`config.mk`:
```
export PLATFORM = sky130hd
export DESIGN_NAME = serial_alu_ctrl
export DESIGN_NICKNAME = d
export VERILOG_FILES = /design/src/rtl/serial_alu_ctrl.sv
export SDC_FILE = /design/constraint.sdc
export NUM_CORES = 1
export LEC_CHECK = 0
export BUFFER_PORTS_ARGS = -buffer_cell sky130_fd_sc_hd__buf_2
export CAP_MARGIN = 10
export CORE_MARGIN = 3
export CORE_UTILIZATION = 54
export DETAILED_ROUTE_END_ITERATION = 8
export PLACE_DENSITY = 0.85
export SYNTH_ARGS = -nofsm -noshare
export SYNTH_HDL_FRONTEND = slang
export SYNTH_HIERARCHICAL = 1
export SYNTH_SLANG_ARGS = --single-unit
export TNS_END_PERCENT = 30
```
`constraint.sdc`:
```
create_clock -name clock -period 2.2 [get_ports clock]
set_clock_uncertainty 0.15 [all_clocks]
set_input_delay 0.44 -clock clock [delete_from_list [all_inputs] [get_ports clock]]
set_output_delay 0.44 -clock clock [all_outputs]
set_load 0.005 [all_outputs]
```
`src/rtl/serial_alu_ctrl.sv`:
```
// Bit-serial ALU controller: one alu1 slice reused LSB-first over WIDTH clocks.
// Optional status flags are compiled in with `define SERIAL_ALU_FLAGS_EN.

module alu1 (
  output logic       out,
  output logic       carryout,
  input  logic       A,
  input  logic       B,
  input  logic       carryin,
  input  logic [2:0] control
);

  logic b_eff;
  logic sum;

  // Subtraction inverts B; the controller seeds carryin with 1 to form two's complement.
  assign b_eff    = B ^ (control == 3'd3);
  assign sum      = A ^ b_eff ^ carryin;
  assign carryout = (A & b_eff) | (A & carryin) | (b_eff & carryin);

  always_comb begin
    out = 1'b0;
    unique case (control)
      3'd2, 3'd3: out = sum;
      3'd4:       out = A & B;
      3'd5:       out = A | B;
      3'd6:       out = ~(A | B);
      3'd7:       out = A ^ B;
      default:    out = 1'b0;
    endcase
  end

endmodule

module serial_alu_ctrl #(
  parameter int unsigned WIDTH = 32
) (
  input  logic             clock,
  input  logic             reset,
  input  logic             start_valid,
  output logic             start_ready,
  input  logic [2:0]       op,
  input  logic [WIDTH-1:0] a,
  input  logic [WIDTH-1:0] b,
  output logic [WIDTH-1:0] result,
  output logic             result_valid,
  input  logic             result_ready,
  output logic             error,
  output logic             overflow,
  output logic             zero,
  output logic             negative
);

  localparam int unsigned CntW = $clog2(WIDTH);
  localparam logic [CntW-1:0] CntLast = CntW'(WIDTH - 1);

  typedef enum logic [1:0] {StIdle, StRun, StDone} state_e;

  state_e           state_q;
  logic [2:0]       op_q;
  logic [WIDTH-1:0] a_q;
  logic [WIDTH-1:0] b_q;
  logic [WIDTH-1:0] result_q;
  logic [CntW-1:0]  cnt_q;
  logic             carry_q;
  logic             error_q;

  logic             slice_out;
  logic             slice_cout;
  logic             op_illegal;
  logic             last_bit;
  logic [WIDTH-1:0] result_next;

  alu1 u_alu1 (
    .out      (slice_out),
    .carryout (slice_cout),
    .A        (a_q[0]),
    .B        (b_q[0]),
    .carryin  (carry_q),
    .control  (op_q)
  );

  assign op_illegal  = (op[2:1] == 2'b00);
  assign last_bit    = (state_q == StRun) && (cnt_q == CntLast);
  assign result_next = {slice_out, result_q[WIDTH-1:1]};

  always_ff @(posedge clock) begin
    if (reset) begin
      state_q  <= StIdle;
      op_q     <= '0;
      a_q      <= '0;
      b_q      <= '0;
      result_q <= '0;
      cnt_q    <= '0;
      carry_q  <= 1'b0;
      error_q  <= 1'b0;
    end else begin
      unique case (state_q)
        StIdle: begin
          if (start_valid) begin
            op_q    <= op;
            a_q     <= a;
            b_q     <= b;
            cnt_q   <= '0;
            carry_q <= (op == 3'd3);
            if (op_illegal) begin
              result_q <= '0;
              error_q  <= 1'b1;
              state_q  <= StDone;
            end else begin
              error_q <= 1'b0;
              state_q <= StRun;
            end
          end
        end
        StRun: begin
          a_q      <= a_q >> 1;
          b_q      <= b_q >> 1;
          result_q <= result_next;
          carry_q  <= slice_cout;
          cnt_q    <= cnt_q + 1'b1;
          if (cnt_q == CntLast) begin
            state_q <= StDone;
          end
        end
        StDone: begin
          if (result_ready) begin
            error_q <= 1'b0;
            state_q <= StIdle;
          end
        end
        default: state_q <= StIdle;
      endcase
    end
  end

  assign start_ready  = (state_q == StIdle);
  assign result_valid = (state_q == StDone);
  assign result       = result_q;
  assign error        = error_q;

`ifdef SERIAL_ALU_FLAGS_EN
  logic overflow_q;
  logic zero_q;
  logic negative_q;

  always_ff @(posedge clock) begin
    if (reset) begin
      overflow_q <= 1'b0;
      zero_q     <= 1'b0;
      negative_q <= 1'b0;
    end else if ((state_q == StIdle) && start_valid && op_illegal) begin
      overflow_q <= 1'b0;
      zero_q     <= 1'b1;
      negative_q <= 1'b0;
    end else if (last_bit) begin
      // carry_q holds the MSB carry-in on the final serial step.
      overflow_q <= (op_q[2:1] == 2'b01) & (carry_q ^ slice_cout);
      zero_q     <= (result_next == '0);
      negative_q <= slice_out;
    end else if ((state_q == StDone) && result_ready) begin
      overflow_q <= 1'b0;
      zero_q     <= 1'b0;
      negative_q <= 1'b0;
    end
  end

  assign overflow = overflow_q;
  assign zero     = zero_q;
  assign negative = negative_q;
`else
  assign overflow = 1'b0;
  assign zero     = 1'b0;
  assign negative = 1'b0;
`endif

endmodule

```
==> flow_summary.yaml <==
status:
  status: "finished clean"
routing:
  drt-initial-drc-count: 176
  ant_nets: 0
  via_count: 4394
  routed_wl_mm: 11.1
  drc: 0
  drt-wirelength-per-cell_microns: 14.5
  vias_per_cell: 5.74
  drt-pass1-iter-count: 4
clock_network:
  cts-buffers-inserted: 9
  cts_htree_levels: 3
  cts_resized: 0
  tritoncts: "done"
  path_clk_slew_ns: 0.10
  post_cts_buffers: 0
  clk_latency_ns: 0.37
  clockBufferDepth: 2
  cts_root_buf: "clkbuf_8"
  clock-sinks: 108
  ctsHoldBuffers: 0
synth:
  seq_area_frac_synth: 0.454
  synthTopCellsByCount: "a21oi_1 (127), dfxtp_1 (108), a211oi_1 (95)"
  muxShareOfSynthArea: 0.0105
  synth_ff_type: "dfxtp_1"
  yosys-top-cells-area: "dfxtp_1 (45%), a211oi_1 (15%), a21oi_1 (13%)"
  synth_top_family_by_area: "compound AO/OA/AOI/OAI gates"
  synthAdderAreaFrac: 0.0147
  ys_warn_count: 6
  synthesis.area_sq_mm: 0.00476
  synth_edf_count: 0
  yosysUniqueCellTypes: 39
  yosysMostFrequentCell: "a21oi_1"
  synthArstFlopShare: 0
  synth-simple-area-share: 0.137
  synth_top_area_frac: 0.454
  ys_ff_latch: 108
  syn_area_per_cell_sq_um: 8.19
  syn-instance-count: 581
  synth_xor_area_frac: 0.00184
  synth_compound_area_frac: 0.312
  yosys.area.top_type: "dfxtp_1"
pwr:
  p_comb_frac: 0.189
  power_frac_clock: 0.287
  switching_share: 0.291
  seq_power_share: 0.525
  ir_drop_mv: 0.432
  p_switching_mw: 1.21
  power.density_mw_per_mm2: 759
  p_int_mw: 2.96
  power_leakage_nw: 2.31
placement:
  io_buffers: 105
  gp_congestion: 0.812
  dp_hpwl_mm: 7.27
global_route:
  grt_overflow_total: 0
  grt_max_degree: 56
  antenna_found_initial: 0
  grt_pass1_wl_mm: 18.1
  grt_use_total: 0.217
  grt_pass1_vias: 4009
critical_path:
  path_buf_inv: 0
  slowest_delay_ns: 0.45
  crit_required_ns: 2.34
  cp-end-kind: "flop"
  worstSetupPathType: "reg2reg"
  cpLargestDelayFamily: "compound AO/OA/AOI/OAI gates"
  crit_chain: "nand3b_1, xnor2_2, fa_1, nor3b_1, a311o_1, a21oi_1, a211oi_1"
  critPathSlowestCell: "fa_1"
  crit_fanout: 5
  crit_arrival_ns: 2.26
  worstSetupStartpointType: "flop"
timing:
  timing.final.crit_period_ns: 2.11
  slew_viol_final: 0
  fin_setup_tns_ns: 0
  hold_viol: 0
  rsz0062_at_grt: "no"
  timing.final.crit_share: 0.960
  fmax_ghz: 0.473
  setup_viol: 0
final_layout:
  n_fill_cell: 704
  diodes: 0
  syn2layout_area_growth_pct: 15.6
  final_util: 0.656
  drive_gt1_frac: 0.217
  multi_input_area_sq_mm: 0.00229
  nets: 732
  ff_latch_area_sq_mm: 0.00216
job:
  timing.max_cap.violations: 0
floorplanning:
  start_util: 0.568
  die_area_sq_mm: 0.00997
  fp.dieH_microns: 99.9
  ios: 109
  dieWidth_microns: 99.9
  rows: 33
  coreArea_sq_mm: 0.00838
hold_path:
  hold_path.class: "in2reg"
[layout make-up]
class	count	area share
tap	105	0.0239
sequential	108	0.393
clock inverter	5	0.00955
timing repair buffer	121	0.130
multi-input combinational	412	0.416
inverter	4	0.00273
clock buffer	10	0.0250
[worst paths after layout]
path	start	end	slack [ns]	cells past startpoint
worst max-delay path	op_q[2]	result[31]	0.09	7
worst min-delay path	a[25]	a_q[25]	0.15	3
worst max register to register	op_q[2]	result[31]	0.09	7
worst min register to register	b_q[27]	b_q[26]	0.34	2
[power groups by stage]
stage	logic, mW	registers (mW)	clock network, mW
after floorplan	0.593	2.21	0
after global placement	0.755	2.22	0
after detailed placement	0.781	2.23	0
after CTS	0.784	2.19	1.21
after global routing	0.884	2.21	1.28
final	0.787	2.19	1.20
[cells in the final DEF (no fill, tap or decap), types with 3 or more instances in the layout]
cell,Yosys,routed
a21oi_1,127,127
dfxtp_1,108,107
buf_2,21,104
a211oi_1,95,95
nor2_1,76,76
nand2_1,67,67
buf_4,9,11
clkbuf_8,0,10
mux2i_1,5,5
buf_12,0,5
a22oi_1,4,4
ha_1,4,4
inv_1,4,4
nor3_1,3,3
conb_1,1,3
clkinv_2,0,3
[logic make-up after synthesis]
kind of cell,Yosys count
other,1
and+or+nand+nor,160
xor gates and xnor gates,1
buffers and inverters,63
AOI/OAI and AO/OA,238
muxes,5
DFF,108
adders and majority gates,5
[worst reg2reg max path: stages, from the launching register on]
cell and delay (ns):
dfxtp_1 0.35, nand3b_1 0.22, xnor2_2 0.17, fa_1 0.45, nor3b_1 0.24, a311o_1 0.17, a21oi_1 0.07, a211oi_1 0.22
[through the flow]
| step | hold WS [ns] | setup slack, ns | cells | power [mW] | area, sq um |
|---|---|---|---|---|---|
| 2_1_floorplan | 0.305 | 0.302 | 583 | 2.80 | 4760 |
| 3_3_place_gp | 0.321 | 0.238 | 750 | 2.98 | 5300 |
| 3_5_place_dp | 0.337 | 0.102 | 750 | 3.01 | 5300 |
| 4_1_cts | 0.148 | 0.0822 | 765 | 4.19 | 5490 |
| 5_1_grt | 0.155 | 0.0247 | 765 | 4.38 | 5500 |
| 6_report | 0.150 | 0.0871 | 765 | 4.17 | 5500 |
[state kept, by name, indices dropped and copies added (netlist names)]
register / flops
b_q: 32
a_q: 32
carry_q: 1
op_q: 3
state_q: 2
cnt_q: 5
result: 32
error: 1
[layer usage]
layer	track usage	up-vias	part of all wire
met5	0	-	0
met4	0.0557	0	0.013
met3	0.0459	14	0.064
met2	0.362	119	0.49
met1	0.287	2054	0.44
li1	-	2207	-
Power figures use the tool's default switching activity.
